### src/rtl/rh_fetch_ctrl.sv
// Fetch sequencer: credit-limited in-order instruction reads, a small FWFT
// instruction buffer toward issue, and redirect flush with stale-response drop.
module rh_fetch_ctrl #(
   parameter int             AW       = 32,
   parameter int             DW       = 32,
   parameter int             DEPTH    = 4,
   parameter logic [AW-1:0]  PC_RESET = '0
) (
   input  logic          clk,
   input  logic          rstn,
   input  logic          fetch_en,
   input  logic          redir_valid,
   input  logic [AW-1:0] redir_pc,
   output logic          req_valid,
   input  logic          req_ready,
   output logic [AW-1:0] req_addr,
   input  logic          rsp_valid,
   input  logic [DW-1:0] rsp_data,
   output logic          iss_valid,
   input  logic          iss_ready,
   output logic [DW-1:0] iss_instr,
   output logic [AW-1:0] iss_pc,
   output logic          busy,
   output logic [1:0]    dbg_state
);

   // Handshakes: a transfer happens on a rising edge where valid && ready.
   // req_valid/req_addr may change while req_ready=0; rsp_valid has no ready
   // and is always taken; iss_valid stays up until the head is popped or flushed.

   localparam int PW = $clog2(DEPTH);
   localparam int CW = PW + 1;
   localparam logic [CW:0] DEPTH_W = (CW+1)'(DEPTH);

   typedef enum logic [1:0] {
      S_IDLE  = 2'd0,
      S_RUN   = 2'd1,
      S_DRAIN = 2'd2
   } state_t;

   state_t        r_state;
   state_t        w_state_nxt;

   logic [AW-1:0] r_pc;
   logic [AW-1:0] r_rsp_pc;
   logic [CW-1:0] r_out;
   logic [CW-1:0] r_discard;
   logic [CW-1:0] r_cnt;
   logic [PW-1:0] r_wr;
   logic [PW-1:0] r_rd;
   logic [DW-1:0] r_instr_mem [DEPTH];
   logic [AW-1:0] r_pc_mem    [DEPTH];

   logic          w_credit;
   logic          w_req_fire;
   logic          w_pop;
   logic          w_drop;
   logic          w_push;
   logic [CW-1:0] w_out_nxt;

   // Buffered plus in-flight never exceeds DEPTH, so a push can never overflow.
   assign w_credit   = ({1'b0, r_out} + {1'b0, r_cnt}) < DEPTH_W;
   assign req_valid  = (r_state == S_RUN) && w_credit;
   assign req_addr   = r_pc;
   assign w_req_fire = req_valid && req_ready;

   assign iss_valid  = (r_cnt != '0);
   assign iss_instr  = r_instr_mem[r_rd];
   assign iss_pc     = r_pc_mem[r_rd];
   assign w_pop      = iss_valid && iss_ready;

   assign w_drop     = (r_discard != '0) || redir_valid;
   assign w_push     = rsp_valid && !w_drop;
   assign w_out_nxt  = r_out + CW'(w_req_fire) - CW'(rsp_valid);

   assign busy       = (r_state != S_IDLE) || (r_out != '0);
   assign dbg_state  = r_state;

   always_comb begin
      w_state_nxt = r_state;
      case (r_state)
         S_IDLE:  if (fetch_en) w_state_nxt = S_RUN;
         S_RUN:   if (!fetch_en) w_state_nxt = S_DRAIN;
         S_DRAIN: begin
            if (fetch_en)
               w_state_nxt = S_RUN;
            else if (r_out == '0)
               w_state_nxt = S_IDLE;
         end
         default: w_state_nxt = S_IDLE;
      endcase
   end

   always_ff @(posedge clk or negedge rstn) begin
      if (!rstn)
         r_state <= S_IDLE;
      else
         r_state <= w_state_nxt;
   end

   always_ff @(posedge clk or negedge rstn) begin
      if (!rstn) begin
         r_pc      <= PC_RESET;
         r_rsp_pc  <= PC_RESET;
         r_out     <= '0;
         r_discard <= '0;
         r_cnt     <= '0;
         r_wr      <= '0;
         r_rd      <= '0;
      end else begin
         r_out <= w_out_nxt;

         if (redir_valid)
            r_pc <= redir_pc;
         else if (w_req_fire)
            r_pc <= r_pc + AW'(4);

         // Everything issued up to and including the redirect cycle is stale.
         if (redir_valid) begin
            r_discard <= w_out_nxt;
            r_rsp_pc  <= redir_pc;
            r_cnt     <= '0;
            r_wr      <= '0;
            r_rd      <= '0;
         end else begin
            if (rsp_valid && (r_discard != '0))
               r_discard <= r_discard - CW'(1);
            if (w_push) begin
               r_rsp_pc <= r_rsp_pc + AW'(4);
               r_wr     <= r_wr + PW'(1);
            end
            if (w_pop)
               r_rd <= r_rd + PW'(1);
            r_cnt <= r_cnt + CW'(w_push) - CW'(w_pop);
         end
      end
   end

   always_ff @(posedge clk or negedge rstn) begin
      if (!rstn) begin
         for (int i = 0; i < DEPTH; i++) begin
            r_instr_mem[i] <= '0;
            r_pc_mem[i]    <= '0;
         end
      end else if (w_push) begin
         r_instr_mem[r_wr] <= rsp_data;
         r_pc_mem[r_wr]    <= r_rsp_pc;
      end
   end

endmodule

### config.mk
export PLATFORM = sky130hd
export DESIGN_NAME = rh_fetch_ctrl
export DESIGN_NICKNAME = d
export VERILOG_FILES = /design/src/rtl/rh_fetch_ctrl.sv
export SDC_FILE = /design/constraint.sdc
export NUM_CORES = 1
export LEC_CHECK = 0
export ABC_AREA = 0
export CORE_MARGIN = 2
export CORE_UTILIZATION = 40
export CTS_BUF_LIST = sky130_fd_sc_hd__clkbuf_4
export DETAILED_ROUTE_END_ITERATION = 8
export MAX_ROUTING_LAYER = met4
export PLACE_DENSITY = 0.68
export RECOVER_POWER = 25
export SLEW_MARGIN = 15
export SYNTH_ARGS = -nofsm -noshare
export SYNTH_HDL_FRONTEND = slang
export SYNTH_SLANG_ARGS = --single-unit
### constraint.sdc
create_clock -name clk -period 2.8 [get_ports clk]
set_input_delay 0.28 -clock clk [delete_from_list [all_inputs] [get_ports clk]]
set_output_delay 0.28 -clock clk [all_outputs]
set_load 0.02 [all_outputs]
* Word level (Yosys, flattened, before mapping)
Index checks and enable logic that the tools add are counted.
Cells by class: magnitude comparators 4, bitwise logic cells 2, equality and inequality tests 5, add/subtract/negate cells 10, reductions and logical operators 20, muxes and demuxes 26
Operators by type and width (number):
- 32-bit two-way mux | 9
- 128-bit bitwise mux | 2
- 32-bit binary-select mux with 2-bit select | 2
- 32-bit by 3-bit adder with 32-bit output, second input constant | 2
- 32-bit demux with 2-bit select | 1
- 2-bit two-way mux | 8
- 2-bit nonzero test | 5
- 3-bit two-way mux | 3
- 3-bit nonzero test | 3
- 3-bit by 1-bit adder with 3-bit output | 2
- 3-bit >= comparator, second input constant | 2
- 1-bit logical AND | 6
- 2-bit NOT with 3-bit output | 2
- 2-bit case mux with 3 select lines | 1
- 3-bit by 1-bit subtractor with 3-bit output | 2
- 2-bit by 1-bit adder with 2-bit output, second input constant | 2
- 3-bit by 3-bit adder with 4-bit output | 1
- 4-bit by 3-bit less-than comparator with 1-bit output, second input constant | 1
- 2-bit inequality test, second input constant | 2
- 3-bit zero test | 1
- 3-bit by 1-bit less-than comparator with 1-bit output, second input constant | 1
- 3-bit inequality test, second input constant | 1
- 3-bit AND reduction | 1
- 3-bit by 1-bit subtractor with 3-bit output, second input constant | 1
- 5 further kinds | 6
Word-level totals: bits of input ports 71, output and inout bits 101, logic and storage cells 83, register bits 335

* Longest topological paths before layout
Gate-level depths: netlist of the first run.
depth in word-level cells 7, mapped depth 12, mapped depth without buffers 12

* Worst setup path before layout of the first run
OpenSTA, ideal clock, no wires.
path kind reg2reg, start point reg r_out[2], end point reg r_discard[2], setup time 0.134 ns, cell stages (with the launch flop) 13, required time 2.666 ns, slack 0.149 ns, arrival time 2.517 ns, period minus slack after synthesis 2.651 ns, buffers on the path 1, path through dfrtp_1 -> ha_1 -> nor3_1 -> and4_1 -> clkbuf_1 -> inv_1 -> ha_1 -> inv_1 -> ha_1 -> fa_1 -> xnor2_1 -> nand2_1 -> o21ai_0
On the way: longest elaborated chain between the ends 7
Ends and longest elaborated chain:
- from (decl) | RTL line 46 | logic [CW-1:0] r_out;
- from (signal assigned) | RTL line 111 | r_out <= w_out_nxt;
- 3-bit by 3-bit adder with 4-bit output | RTL line 62 | assign w_credit = ({1'b0, r_out} + {1'b0, r_cnt}) < DEPTH_W;
- 4-bit by 3-bit less-than comparator with 1-bit output | RTL line 62
- 1-bit logical AND | RTL line 63 | assign req_valid = (r_state == S_RUN) && w_credit;
- 1-bit logical AND | RTL line 65 | assign w_req_fire = req_valid && req_ready;
- 3-bit by 1-bit adder with 3-bit output (*) | RTL line 74 | assign w_out_nxt = r_out + CW'(w_req_fire) - CW'(rsp_valid);
- 3-bit by 1-bit subtractor with 3-bit output (*) | RTL line 74
- named net w_out_nxt[2] | RTL line 59 | logic [CW-1:0] w_out_nxt;
- 3-bit two-way mux (*) | RTL line 119 | if (redir_valid) begin
- to (signal assigned) | RTL line 120 | r_discard <= w_out_nxt;
- to (signal assigned) | RTL line 127 | r_discard <= r_discard - CW'(1);
- to (decl) | RTL line 47 | logic [CW-1:0] r_discard;
Mark *: on every way through the listed nets, which the timed path passes. The rest lies on a longest branch. A chain may end at the register's enable or synchronous reset.

* Worst setup path in the final report of the first run
start point reg r_rd[0], end point out iss_instr[19]
On the way: longest elaborated chain between the ends 4
Ends and longest elaborated chain:
- from (decl) | RTL line 50 | logic [PW-1:0] r_rd;
- from (signal assigned) | RTL line 133 | r_rd <= r_rd + PW'(1);
- 2-bit NOT with 3-bit output (not written as such) | RTL line 68 | assign iss_instr = r_instr_mem[r_rd];
- 32-bit binary-select mux with 2-bit select | RTL line 68
- 32-bit two-way mux (not written as such) (2 in a row) | RTL line 68
- to (decl) | RTL line 21 | output logic [DW-1:0] iss_instr,
No other way between the ends. The select of a mux whose other input is x is not followed.

==> impl_results.rst, run 1 <==
.. list-table::
   :header-rows: 1

   * - Metric
     - Value
   * - Antenna violations before repair
     - 2
   * - Count of pins on the block boundary
     - 172
   * - Most frequently used flop master after synthesis
     - dfrtp_1
   * - Startpoint of the worst setup timing path
     - r_rd[0]
   * - Critical-path maximum fanout
     - 21
   * - Cell area after technology mapping
     - 15370 um2
   * - Die outline area
     - 40020 um2
   * - Area fraction in compound gates after synthesis
     - 0.03564
   * - Placed instance area
     - 17900 um2
   * - Pleak
     - 0.008723 uW
   * - Final worst path period share
     - 0.9549
   * - Adder and majority gate portion of the synthesized area
     - 0.01400
   * - Number of max-cap violations
     - 1
   * - Worst VDD drop
     - 414.6 uV
   * - Placer Congestion
     - 0.8125
   * - Violations in the final reports
     - max-capacitance violations, max-slew violations
   * - Initial DRT Pass Iterations
     - 4
   * - DR vias
     - 9955
   * - Hold Path Depth
     - 2
   * - Capturing element type of the critical path
     - primary output
   * - Type of element launching the critical path
     - flop
   * - Count of filler cells inserted in the layout
     - 3274
   * - Critical path data required time
     - 2.52 ns
   * - Vias in the first global route
     - 10810
   * - Leading cell type by number of instances after synthesis
     - dfrtp_1
   * - Total count of max-transition violations in the final report
     - 57
   * - Data arrival at the endpoint of the critical path
     - 2.39 ns
   * - Effective utilization at floorplan
     - 0.4072
   * - Clock network latency to the later pin of the worst-skew pair
     - 0.77 ns
   * - Maximum frequency from static timing analysis
     - 374.0 MHz
   * - Post-route DRC
     - 0
   * - Maximum buffer depth of the clock tree
     - 3
   * - Slew of the pin with the lowest slew margin
     - 1.506 ns
   * - Shortest clock period the worst path allows after layout
     - 2.674 ns
   * - Antenna violation net count after detailed routing
     - 0
   * - Mean area per synthesized cell
     - 13.95 um2
   * - GRT Residual Overflow
     - 0
   * - Commonest cells post-synth
     - dfrtp_1 (335), mux2_2 (262), mux4_2 (64)
   * - Yosys Warn Count
     - 0
   * - Flops & latches, synth
     - 335
   * - Final Hold Viols
     - 0
   * - Synthesized-area fraction occupied by xor and xnor cells
     - 0.02734
   * - GRT Overall Usage
     - 0.1919
   * - Area leader, netlist
     - dfrtp_1
   * - Net count after synthesis
     - 1189
   * - Utilization after layout
     - 0.5068
   * - Pwr per Cell Area
     - 883.6 nW/um2
   * - Kind of critical path
     - reg -> out
   * - Setup repair after global routing missed its margin
     - yes
   * - Number of buffer cells added on primary ports
     - 171
   * - Leading cell types by total area after synthesis
     - dfrtp_1 (55%), mux2_2 (19%), mux4_2 (9.4%), xnor2_1 (1.4%), clkbuf_1 (1.4%)
   * - Root buf cell
     - clkbuf_4
   * - Proportion of register bits with asynchronous set or reset after synthesis
     - 1.000
   * - Clock buffers created by TritonCTS
     - 93
   * - Core footprint
     - 37760 um2
   * - DRT iter0 DRCs
     - 313
   * - TritonCTS clock tree
     - done
   * - Number of sinks on the clock net
     - 335
   * - Maximum level of the CTS H-tree
     - 3
   * - Wire length of the first global-routing pass
     - 57.55 mm
   * - Total of endpoints with negative setup slack in the final report
     - 0
   * - Number of enable flip-flop cells after synthesis
     - 0
   * - Die W
     - 200.1 um
   * - Total Routed Length
     - 35.37 mm
   * - P&R area growth vs syn
     - 24.46%
   * - Standard-cell row count
     - 71
   * - Clock Skews
     - 0.04324 ns
   * - Post-synthesis cell type count
     - 42
   * - Flop-to-flop setup slack
     - 0.20 ns
   * - Result of the run
     - finished with violations
   * - Class of the most critical hold timing path
     - in -> reg
   * - Pin count of the biggest net entering global routing
     - 116
   * - Area fraction in and, or, nand and nor cells after synthesis
     - 0.06812
   * - Die height
     - 200.1 um
   * - Fin area
     - 19140 um2
   * - Capture endpoint of the worst hold path
     - dbg_state[1]
   * - Post-synthesis sequential area ratio
     - 0.5452
   * - Remaining max-slew budget at the tightest pin
     - -0.004112
   * - Placed wire-length estimate after detailed placement
     - 22.92 mm
   * - Number of cells traversed by the worst register-to-register path
     - 11
   * - Hold path start
     - fetch_en
   * - Number of nets in the layout
     - 1426
   * - Share of synthesized area spent on multiplexers
     - 0.2856
   * - Wirelength per Cell
     - 18.38 um
   * - Main combinational cell family by area after synthesis
     - multiplexers
   * - Share of Yosys cell area claimed by the top area cell type
     - 0.5452
   * - Startpoint of the lowest-slack register-to-register path
     - r_out[2]
   * - Register clock-pin slew on the reported worst setup and hold paths
     - 0.07 ns
   * - Per-cell via count in the routed design
     - 5.174
   * - Worst flop-to-flop path endpoint
     - r_discard[2]
   * - Share of final-layout standard cells stronger than drive strength 1
     - 0.3787
   * - Gate Count Post-Synth
     - 1102
[state kept, by name (all words and copies together), names as in the netlist]
signal,flops
dbg_state,2
r_instr_mem,128
r_discard,3
r_pc_mem,128
r_out,3
r_rsp_pc,32
req_addr,32
r_cnt,3
r_wr,2
r_rd,2
[cell type report]
class | instances | area, um2 | area share
Antenna cell | 3 | 7.507 | 0.0003923
Clock buffer | 142 | 1066 | 0.05571
Clock inverter | 24 | 130.1 | 0.006800
Inverter | 22 | 82.58 | 0.004315
Multi-Input combinational cell | 673 | 6658 | 0.3479
Sequential cell | 335 | 8388 | 0.4383
Tap cell | 511 | 639.4 | 0.03341
Timing Repair Buffer | 214 | 2165 | 0.1131
[timing repair]
item                       CTS  global route
hold endpoints to repair   305             0
resized for setup           90            14
hold buffers                 4             0
setup endpoints to repair   66            24
buffers inserted             6             0
[metal layers]
| metal | track usage | wire length (um) | vias up |
|---|---|---|---|
| li1 | - | - | 4565 |
| met5 | - | 0 | - |
| met3 | 0.04587 | 1688 | 53 |
| met1 | 0.2467 | 16090 | 5118 |
| met2 | 0.2991 | 16950 | 219 |
| met4 | 0.06667 | 642 | 0 |
[through the flow]
step | worst slack (ns) | setup TNS [ns] | hold slack, ns | std cells | total power [uW]
final | 0.1262 | 0 | 0.1036 | 1924 | 16910
after CTS | -0.01356 | -0.01356 | 0.01027 | 1921 | 17180
after floorplan | 0.1493 | 0 | -0.01559 | 1102 | 10290
after detailed placement | 0.2113 | 0 | 0.2571 | 1745 | 12990
after global routing | -0.03042 | -0.2898 | 0.03923 | 1924 | 17990
after global placement | 0.2683 | 0 | 0.2463 | 1745 | 12850
[cells by family (layout without fill, tap and decap cells)]
| kind of cell | Yosys count | in the layout |
|---|---|---|
| buf+inv | 94 | 402 |
| flops | 335 | 335 |
| compound gates | 83 | 83 |
| other cells | 0 | 3 |
| fa+ha+maj | 16 | 16 |
| xor+xnor | 48 | 48 |
| simple gates | 200 | 200 |
| mux | 326 | 326 |
[worst max-delay path: stages, from the launching register on]
cell           delay [ns]
dfrtp_4              0.50
buf_12               0.24
mux4_2               0.54
dlygate4sd2_1        0.34
[placed cells by master, fill, tap and decap left out, drive strengths merged, types with 8 or more instances in the layout]
| master | netlist | layout |
|---|---|---|
| dfrtp | 335 | 335 |
| o31a | 11 | 11 |
| a21boi | 20 | 20 |
| nand3 | 30 | 30 |
| and3 | 8 | 8 |
| a31oi | 8 | 8 |
| nor3 | 18 | 18 |
| a21oi | 13 | 13 |
| nand2b | 15 | 15 |
| o21ai | 20 | 20 |
| nor2 | 26 | 26 |
| inv | 22 | 24 |
| clkdlybuf4s15 | 0 | 21 |
| nor4 | 12 | 12 |
| ha | 14 | 14 |
| xnor2 | 25 | 25 |
| clkinv | 0 | 18 |
| nand2 | 48 | 48 |
| dlygate4sd2 | 0 | 40 |
| mux4 | 64 | 64 |
| clkbuf | 56 | 151 |
| mux2 | 262 | 262 |
| xor2 | 23 | 23 |
| nand4 | 16 | 16 |
| clkdlybuf4s50 | 0 | 103 |
| buf | 16 | 37 |
[worst max-delay path by stage]
stage          slack (ns)             to  cells past startpoint
3_5_place_dp         0.21   r_discard[2]                     11
5_1_grt             -0.03  iss_instr[19]                      3
3_3_place_gp         0.27   r_discard[2]                     11
6_report             0.13  iss_instr[19]                      3
2_1_floorplan        0.15   r_discard[2]                     12
4_1_cts             -0.01   iss_instr[9]                      3
[where the power goes]
group / leakage [uW] / switching, uW / internal, uW
combinational: 0.00367 / 2800 / 3070
sequential: 0.00434 / 695 / 5920
clock: 0.000709 / 2020 / 2400
total: 0.00872 / 5520 / 11400
Power figures use the tool's default switching activity.
==> run 2: changes to the inputs <==
--- a/config.mk
+++ b/config.mk
@@ -13,7 +13,6 @@
 export MAX_ROUTING_LAYER = met4
 export PLACE_DENSITY = 0.68
 export RECOVER_POWER = 25
-export SLEW_MARGIN = 15
 export SYNTH_ARGS = -nofsm -noshare
 export SYNTH_HDL_FRONTEND = slang
 export SYNTH_SLANG_ARGS = --single-unit
==> results of run 2 <==
Final layout, timing and power as in run 1 (identical DEF).
